===== src/rtl/pe_dbuf.sv =====
// Processing element: forwarding operand registers, pipelined W x W multiplier,
// block accumulator with optional saturation, and a double-buffered drain register.
module pe_dbuf #(
  parameter int W          = 8,
  parameter int ACCW       = 32,
  parameter int MUL_STAGES = 2,
  parameter int SAT        = 0
) (
  input  logic            clk,
  input  logic            rst_n,
  input  logic [W-1:0]    a,
  input  logic [W-1:0]    b,
  input  logic            a_valid,
  input  logic            b_valid,
  input  logic            signed_mode,
  output logic [W-1:0]    a_out,
  output logic [W-1:0]    b_out,
  output logic            a_valid_out,
  output logic            b_valid_out,
  input  logic            acc_clear_block,
  input  logic            acc_commit,
  input  logic            drain_shift,
  input  logic [ACCW-1:0] drain_in,
  input  logic            drain_in_valid,
  output logic [ACCW-1:0] drain_out,
  output logic            drain_out_valid,
  output logic            sat_flag
);

  localparam int PW = 2 * W;

  if (ACCW < 2 * W) begin : g_bad_accw
    $error("pe_dbuf: ACCW must be at least 2*W");
  end
  if (MUL_STAGES < 1 || MUL_STAGES > 4) begin : g_bad_stages
    $error("pe_dbuf: MUL_STAGES must be in 1..4");
  end

  logic [W-1:0]    a_q, b_q;
  logic            a_vld_q, b_vld_q;
  logic [ACCW-1:0] acc_q, acc_d;
  logic            sat_q, sat_d;
  logic [ACCW-1:0] shadow_q, shadow_d;
  logic            shadow_vld_q, shadow_vld_d;

  logic [PW-1:0]   prod_q [MUL_STAGES];
  logic            vld_q  [MUL_STAGES];
  logic            sgn_q  [MUL_STAGES];

  logic [PW-1:0]   a_x, b_x, prod;
  logic            issue;
  logic            ret_v, ret_s;
  logic [PW-1:0]   ret_p;
  logic [ACCW-1:0] addend, clamp, acc_next;
  logic [ACCW:0]   sum;
  logic            ovf;

  // Low 2W bits of the product of the extended operands are exact for both signednesses.
  always_comb begin
    issue = a_valid & b_valid;
    a_x   = signed_mode ? {{W{a[W-1]}}, a} : {{W{1'b0}}, a};
    b_x   = signed_mode ? {{W{b[W-1]}}, b} : {{W{1'b0}}, b};
    prod  = a_x * b_x;
  end

  always_ff @(posedge clk or negedge rst_n) begin
    if (!rst_n) begin
      for (int unsigned i = 0; i < MUL_STAGES; i++) begin
        prod_q[i] <= '0;
        vld_q[i]  <= 1'b0;
        sgn_q[i]  <= 1'b0;
      end
    end else begin
      prod_q[0] <= prod;
      vld_q[0]  <= issue;
      sgn_q[0]  <= signed_mode;
      for (int unsigned i = 1; i < MUL_STAGES; i++) begin
        prod_q[i] <= prod_q[i-1];
        vld_q[i]  <= vld_q[i-1];
        sgn_q[i]  <= sgn_q[i-1];
      end
    end
  end

  always_comb begin
    ret_v  = vld_q[MUL_STAGES-1];
    ret_s  = sgn_q[MUL_STAGES-1];
    ret_p  = prod_q[MUL_STAGES-1];
    addend = '0;
    if (ret_v) begin
      addend = ACCW'(ret_p);
      if (ret_s) begin
        for (int unsigned i = PW; i < ACCW; i++) addend[i] = ret_p[PW-1];
      end
    end
    sum   = {1'b0, acc_q} + {1'b0, addend};
    ovf   = 1'b0;
    clamp = '1;
    if (SAT != 0 && ret_v) begin
      if (ret_s) begin
        ovf   = (acc_q[ACCW-1] == addend[ACCW-1]) && (sum[ACCW-1] != acc_q[ACCW-1]);
        clamp = acc_q[ACCW-1] ? {1'b1, {(ACCW-1){1'b0}}} : {1'b0, {(ACCW-1){1'b1}}};
      end else begin
        ovf   = sum[ACCW];
        clamp = '1;
      end
    end
    acc_next = ovf ? clamp : sum[ACCW-1:0];
  end

  // Commit takes priority over both clear and drain so a finishing block is never lost.
  always_comb begin
    acc_d        = acc_next;
    sat_d        = sat_q | ovf;
    shadow_d     = shadow_q;
    shadow_vld_d = shadow_vld_q;
    if (acc_commit) begin
      shadow_d     = acc_next;
      shadow_vld_d = 1'b1;
      acc_d        = '0;
      sat_d        = 1'b0;
    end else begin
      if (drain_shift) begin
        shadow_d     = drain_in;
        shadow_vld_d = drain_in_valid;
      end
      if (acc_clear_block) begin
        acc_d = '0;
        sat_d = 1'b0;
      end
    end
  end

  always_ff @(posedge clk or negedge rst_n) begin
    if (!rst_n) begin
      a_q          <= '0;
      b_q          <= '0;
      a_vld_q      <= 1'b0;
      b_vld_q      <= 1'b0;
      acc_q        <= '0;
      sat_q        <= 1'b0;
      shadow_q     <= '0;
      shadow_vld_q <= 1'b0;
    end else begin
      a_vld_q      <= a_valid;
      b_vld_q      <= b_valid;
      if (a_valid) a_q <= a;
      if (b_valid) b_q <= b;
      acc_q        <= acc_d;
      sat_q        <= sat_d;
      shadow_q     <= shadow_d;
      shadow_vld_q <= shadow_vld_d;
    end
  end

  assign a_out           = a_q;
  assign b_out           = b_q;
  assign a_valid_out     = a_vld_q;
  assign b_valid_out     = b_vld_q;
  assign drain_out       = shadow_q;
  assign drain_out_valid = shadow_vld_q;
  assign sat_flag        = sat_q;

endmodule


===== config.mk =====
export PLATFORM = sky130hd
export DESIGN_NAME = pe_dbuf
export DESIGN_NICKNAME = d
export VERILOG_FILES = /design/src/rtl/pe_dbuf.sv
export SDC_FILE = /design/constraint.sdc
export NUM_CORES = 1
export LEC_CHECK = 0
export CORE_MARGIN = 1.5
export CORE_UTILIZATION = 58
export DETAILED_ROUTE_END_ITERATION = 7
export GPL_ROUTABILITY_DRIVEN = 0
export PLACE_DENSITY = 0.82
export SLEW_MARGIN = 25
export SYNTH_ARGS = -nofsm -noshare
export SYNTH_HDL_FRONTEND = slang
export SYNTH_SLANG_ARGS = --single-unit

===== constraint.sdc =====
create_clock -name clk -period 3.4 [get_ports clk]
set_input_delay 0.34 -clock clk [delete_from_list [all_inputs] [get_ports clk]]
set_output_delay 0.34 -clock clk [all_outputs]
set_load 0.03 [all_outputs]

# --- Yosys cells after proc, flatten, opt, wreduce, memory -nomap -nowiden ---
# Index checks and enable logic that the tools add are counted.
totals:
  reg_bits: 120
  latchBits: 0
  ram_bits: 0
  rom_bits: 0
  input_bits: 57
  out_inout_bits: 52
  wordCells: 31
  memories: 0
op_classes:
  addsub: 1
  multipliers: 1
  div: 0
  order_cmp: 0
  n_eq_ne: 0
  n_shift: 0
  mux: 12
  bitwise: 1
  n_reduce_logical: 2
op_table:
  columns: ["operator", "count"]
  rows:
  - ["two-way mux 32 bit", 5]
  - ["two-way mux 16 bit", 3]
  - ["adder 32 bit", 1]
  - ["multiplier 16 x 16 -> 16 bit", 1]
  - ["two-way mux 1 bit", 4]
  - ["nonzero test 2 bit", 2]
  - ["bitwise AND 1 bit", 1]

# --- Logic depth before layout (Yosys ltp) ---
logic_depth:
  depth_word: 5
  mapped_depth: 22
  depth_no_buf: 21

# --- Worst setup path after synthesis ---
# Ideal clock, no wire load.
synth_path:
  kind: "in2reg"
  startpoint: "in signed_mode"
  endpoint: "reg prod_q[28] (netlist bit)"
  setup_time_ns: 0.080
  t_arrival_ns: 4.929
  required_ns: 3.320
  setup_slack_ns: -1.609
  stages: 21
  path_buffers: 1
  cell_sequence: "buf_2 nand2_1 xnor2_1 and3_1 ha_1 inv_1 fa_1 inv_1 fa_1 inv_1 fa_1 inv_1 fa_1 inv_1 fa_1 inv_1 ha_1 and3_1 a211oi_1 nor2b_1 xnor2_1"
synth_between:
  elab_chain_len: 2
  elab_cells_between_ends: 3
  classes_between: "mul (1); mux (2)"
synth_rtl:
  columns: ["item", "line_no", "source"]
  rows:
  - ["from (decl)", "15", "input logic signed_mode,"]
  - ["two-way mux 16 bit, on equally long branches", "61, 62", null]
  - ["multiplier 16 x 16 -> 16 bit *", "63", "prod = a_x * b_x;"]
  - ["named net prod[12]", "50", "logic [PW-1:0] a_x, b_x, prod;"]
  - ["to (signal, indexed assignment)", "78", "prod_q[i] <= prod_q[i-1];"]
  - ["to (decl)", "46", "logic [PW-1:0] prod_q [MUL_STAGES];"]
# Mark *: on every way through the listed nets, which the timed path passes. The rest lies on a longest branch.
# A chain may end at the register's enable or synchronous reset.

# --- Worst setup path in the final report ---
layout_path:
  startpoint: "in b[4]"
  endpoint: "reg prod_q[31] (netlist bit)"
layout_between:
  elab_chain_len: 2
layout_rtl:
  columns: ["item", "line_no", "source"]
  rows:
  - ["from (decl)", "12", "input logic [W-1:0] b,"]
  - ["two-way mux 16 bit", "62", "b_x = signed_mode ? {{W{b[W-1]}}, b} : {{W{1'b0}}, b};"]
  - ["multiplier 16 x 16 -> 16 bit", "63", null]
  - ["named net prod[15]", "50", null]
# The timed path passes the listed nets, and every way through them passes these cells.

==> results.toml <==
[setup_path]
critPathLaunchType = "input port"
critPathMaxFanout = 5
setup.worst_path.end_class = "flop"
path_class = "in -> reg"
worstPathArrival_ns = 4.97
crit_required_ns = 3.74

[pwr]
internal_power_w = 0.00518
seqPwrFrac_pct = 21.6
p_per_area_nw_per_um2 = 657
fin_total_pwr_w = 0.00829
p_leak_nw = 5.94
clkPwrFrac_pct = 22.8
vdd_drop_max_v = 0.000703
p_comb_share_pct = 55.7
switching_share_pct = 37.6
p_sw_w = 0.00311

[logic_synthesis]
synth_common_cells = "inv_1 (123), dfrtp_1 (119), ha_1 (85)"
avgSynthCellArea_um2 = 9.78
synthCells = 986
ys_types = 64
ys_seq_area_share_pct = 30.9
synth_area_leaders = "dfrtp_1 (31%), fa_1 (14%), ha_1 (11%), and2_1 (5.1%), inv_1 (4.8%)"
synth_edf_count = 0
async_flop_share_pct = 100
yosysWarnings = 0
yosysTopAreaCellShare_pct = 30.9
syn_area_um2 = 9650
synth_nets = 1197
ys_ff_latch = 119
synthFlopType = "dfrtp_1"
yosys.area.top_type = "dfrtp_1"
yosysMostFrequentCell = "inv_1"

[clock_network]
cts_max_path_buffers = 2
clockRootBuffer = "clkbuf_16"
cts_sinks = 119
path_clk_slew_ns = 0.06
clk_latency_ns = 0.42
cts_buffers = 17
cts_tree = "yes"
htree_num_levels = 4

[timing]
finalSetupViolations = 9
slew_headroom_pct = 48.3
post-route-period-util_pct = 136
final_hold_viol_count = 0
skew_ns = 0.0113
layout_setup_ws_ns = -1.23
slew_violations = 0
rsz0062_at_grt = "yes"
fin_crit_ns = 4.63
worstMarginPinSlew_ns = 0.772
fmax_mhz = 216

[grt]
gr-total-overflow = 0
grt_usage_pct = 27.3
grt_antenna_before_repair = 0
grt_pass1_vias = 8084
grt_pass1_wl_um = 38700
grt_max_degree = 76

[outcome]
violations = "negative setup slack"
outcome = "finished, violations left"

[finish]
drive_above_1_share_pct = 22.9
finalInstanceArea_um2 = 12600
diodes = 0
final_nets = 1370
synthToLayoutAreaGrowth_pct = 30.8
nFillCells = 976

[floorplan]
dieArea_um2 = 17400
initial_core_util_pct = 60.1
coreArea_um2 = 16100
ios = 109
die_w_um = 132
die_h_um = 132
num_rows = 46

[routing]
first_pass_iters = 5
via_per_inst = 5.62
drc = 0
first_iter_violations = 578
dr_total_vias = 7803
totalWireLength_um = 23200
avgRoutedWirePerCell_um = 16.7
ant_nets = 0

[place]
pre_cts_slack_ns = -2.08
port_buffers = 107
dp_hpwl_um = 16300
dpl-instance-area_um2 = 11600

[run]
drv_cap = 0

[hold_path]
min_path_type = "in -> reg"
## critical path, cell delays in order
cell and delay, ns:
buf_8 0.10, and2_4 0.15, fa_1 0.54, inv_2 0.04
fa_1 0.50, inv_2 0.05, fa_1 0.50, inv_1 0.05
fa_1 0.51, inv_2 0.05, fa_1 0.49, inv_2 0.04
fa_1 0.53, inv_2 0.06, ha_4 0.26, and2_4 0.18
o21ai_4 0.15, o211ai_1 0.13, o211ai_1 0.15, xor2_1 0.17
## power by group through the flow
stage          sequential (W)  combinational, W  clock [W]
2_1_floorplan         0.00194           0.00244          0
3_3_place_gp          0.00180           0.00362          0
3_5_place_dp          0.00181           0.00380          0
4_1_cts               0.00179           0.00418    0.00191
5_1_grt               0.00181           0.00498    0.00198
6_report              0.00179           0.00461    0.00189
## registers in the layout, summed over array words and instances, names as in the netlist
name / count
a_out: 8
a_valid_out: 1
acc_q: 32
b_out: 8
b_valid_out: 1
drain_out: 32
drain_out_valid: 1
prod_q: 16
ret_p: 16
ret_s: 1
ret_v: 1
sgn_q: 1
vld_q: 1
## timing repair
item,in CTS,in global routing
resized for setup,109,54
hold buffers,0,1
buffers inserted,10,4
hold endpoints to repair,0,2
pin swaps,52,42
setup endpoints to repair,11,17
## per-stage QoR
step / hold WS [ns] / std cells / utilization [%] / TNS, ns
floorplan: 0.0444 / 986 / - / -8.64
global placement: 0.332 / 1343 / 72.0 / -15.64
detailed placement: 0.335 / 1343 / 72.0 / -16.66
CTS: 0.101 / 1384 / 77.2 / -6.95
global route: 0.186 / 1388 / 78.6 / -8.26
finish: 0.195 / 1388 / 78.6 / -7.18
## layout by cell type (no fill, tap or decap), types with 4 or more instances in the layout
cell type / Yosys / final
dfrtp_1: 119 / 118
inv_1: 123 / 103
clkdlybuf4s50_1: 0 / 88
buf_4: 2 / 72
ha_1: 85 / 70
fa_1: 69 / 66
and2_1: 78 / 60
a21oi_1: 59 / 54
nand2_1: 50 / 45
nor2_1: 35 / 34
xnor2_1: 33 / 30
a211oi_1: 28 / 26
buf_6: 0 / 25
o21ai_0: 27 / 24
mux2_2: 24 / 24
nor2b_1: 24 / 23
nor3_1: 22 / 22
xor2_1: 22 / 22
inv_2: 0 / 19
and2_4: 0 / 18
clkbuf_16: 0 / 17
a21o_1: 11 / 11
ha_4: 0 / 11
mux2i_1: 10 / 10
o21a_1: 11 / 10
and3_1: 14 / 9
nand3_1: 9 / 8
o31ai_1: 9 / 8
a31oi_1: 8 / 7
o21bai_1: 7 / 7
or3_1: 6 / 6
nand2_2: 0 / 5
and3_4: 0 / 5
or2_2: 6 / 5
o211ai_1: 5 / 5
nor4_1: 5 / 5
clkinv_4: 0 / 5
a21oi_2: 1 / 4
ha_2: 0 / 4
buf_2: 4 / 4
## worst paths after layout
check	startpoint	endpoint	slack, ns	cells past startpoint
setup / recovery	b[4]	prod_q[31]	-1.23	20
hold / removal	signed_mode	sgn_q[1]	0.19	2
setup reg to reg	ret_v	drain_out[26]	0.21	11
hold reg to reg	prod_q[18]	ret_p[2]	0.34	0
max in group asynchronous	rst_n	ret_v	2.21	3
min in group asynchronous	rst_n	drain_out[5]	0.50	2
## area by class of cell
| class | instances | area [um2] | share of cell area, % |
|---|---|---|---|
| multi-input cells | 701 | 6440 | 51.1 |
| well taps | 216 | 270 | 2.14 |
| repair buffers | 196 | 1830 | 14.5 |
| clock buffers | 19 | 453 | 3.59 |
| flip-flops and latches | 119 | 2980 | 23.6 |
| inverters | 124 | 468 | 3.71 |
| clock inverters | 13 | 171 | 1.36 |
## per-layer routing
| layer | share of wire, % | global-route usage, % | wire length (um) |
|---|---|---|---|
| met1 | 42 | 34.9 | 9810 |
| met5 | 0 | 0 | 0 |
| met2 | 51 | 47.1 | 11800 |
| met4 | 2.0 | 8.58 | 461 |
| met3 | 4.8 | 5.19 | 1130 |
## logic make-up (layout without fill, tap and decap cells)
kind of cell	count (synthesis)	after routing	share of synthesized area, %
flip-flops	119	119	30.9
buffers and inverters	166	352	6.59
other	1	1	0.0389
adder cells (fa/ha/maj)	154	154	25.3
multiplexers	34	34	3.84
XOR/XNOR	55	55	4.99
AND/OR/NAND/NOR	263	263	14.6
AO/OA/AOI/OAI	194	194	13.7
Note: power is estimated with default switching activity, not from simulation.
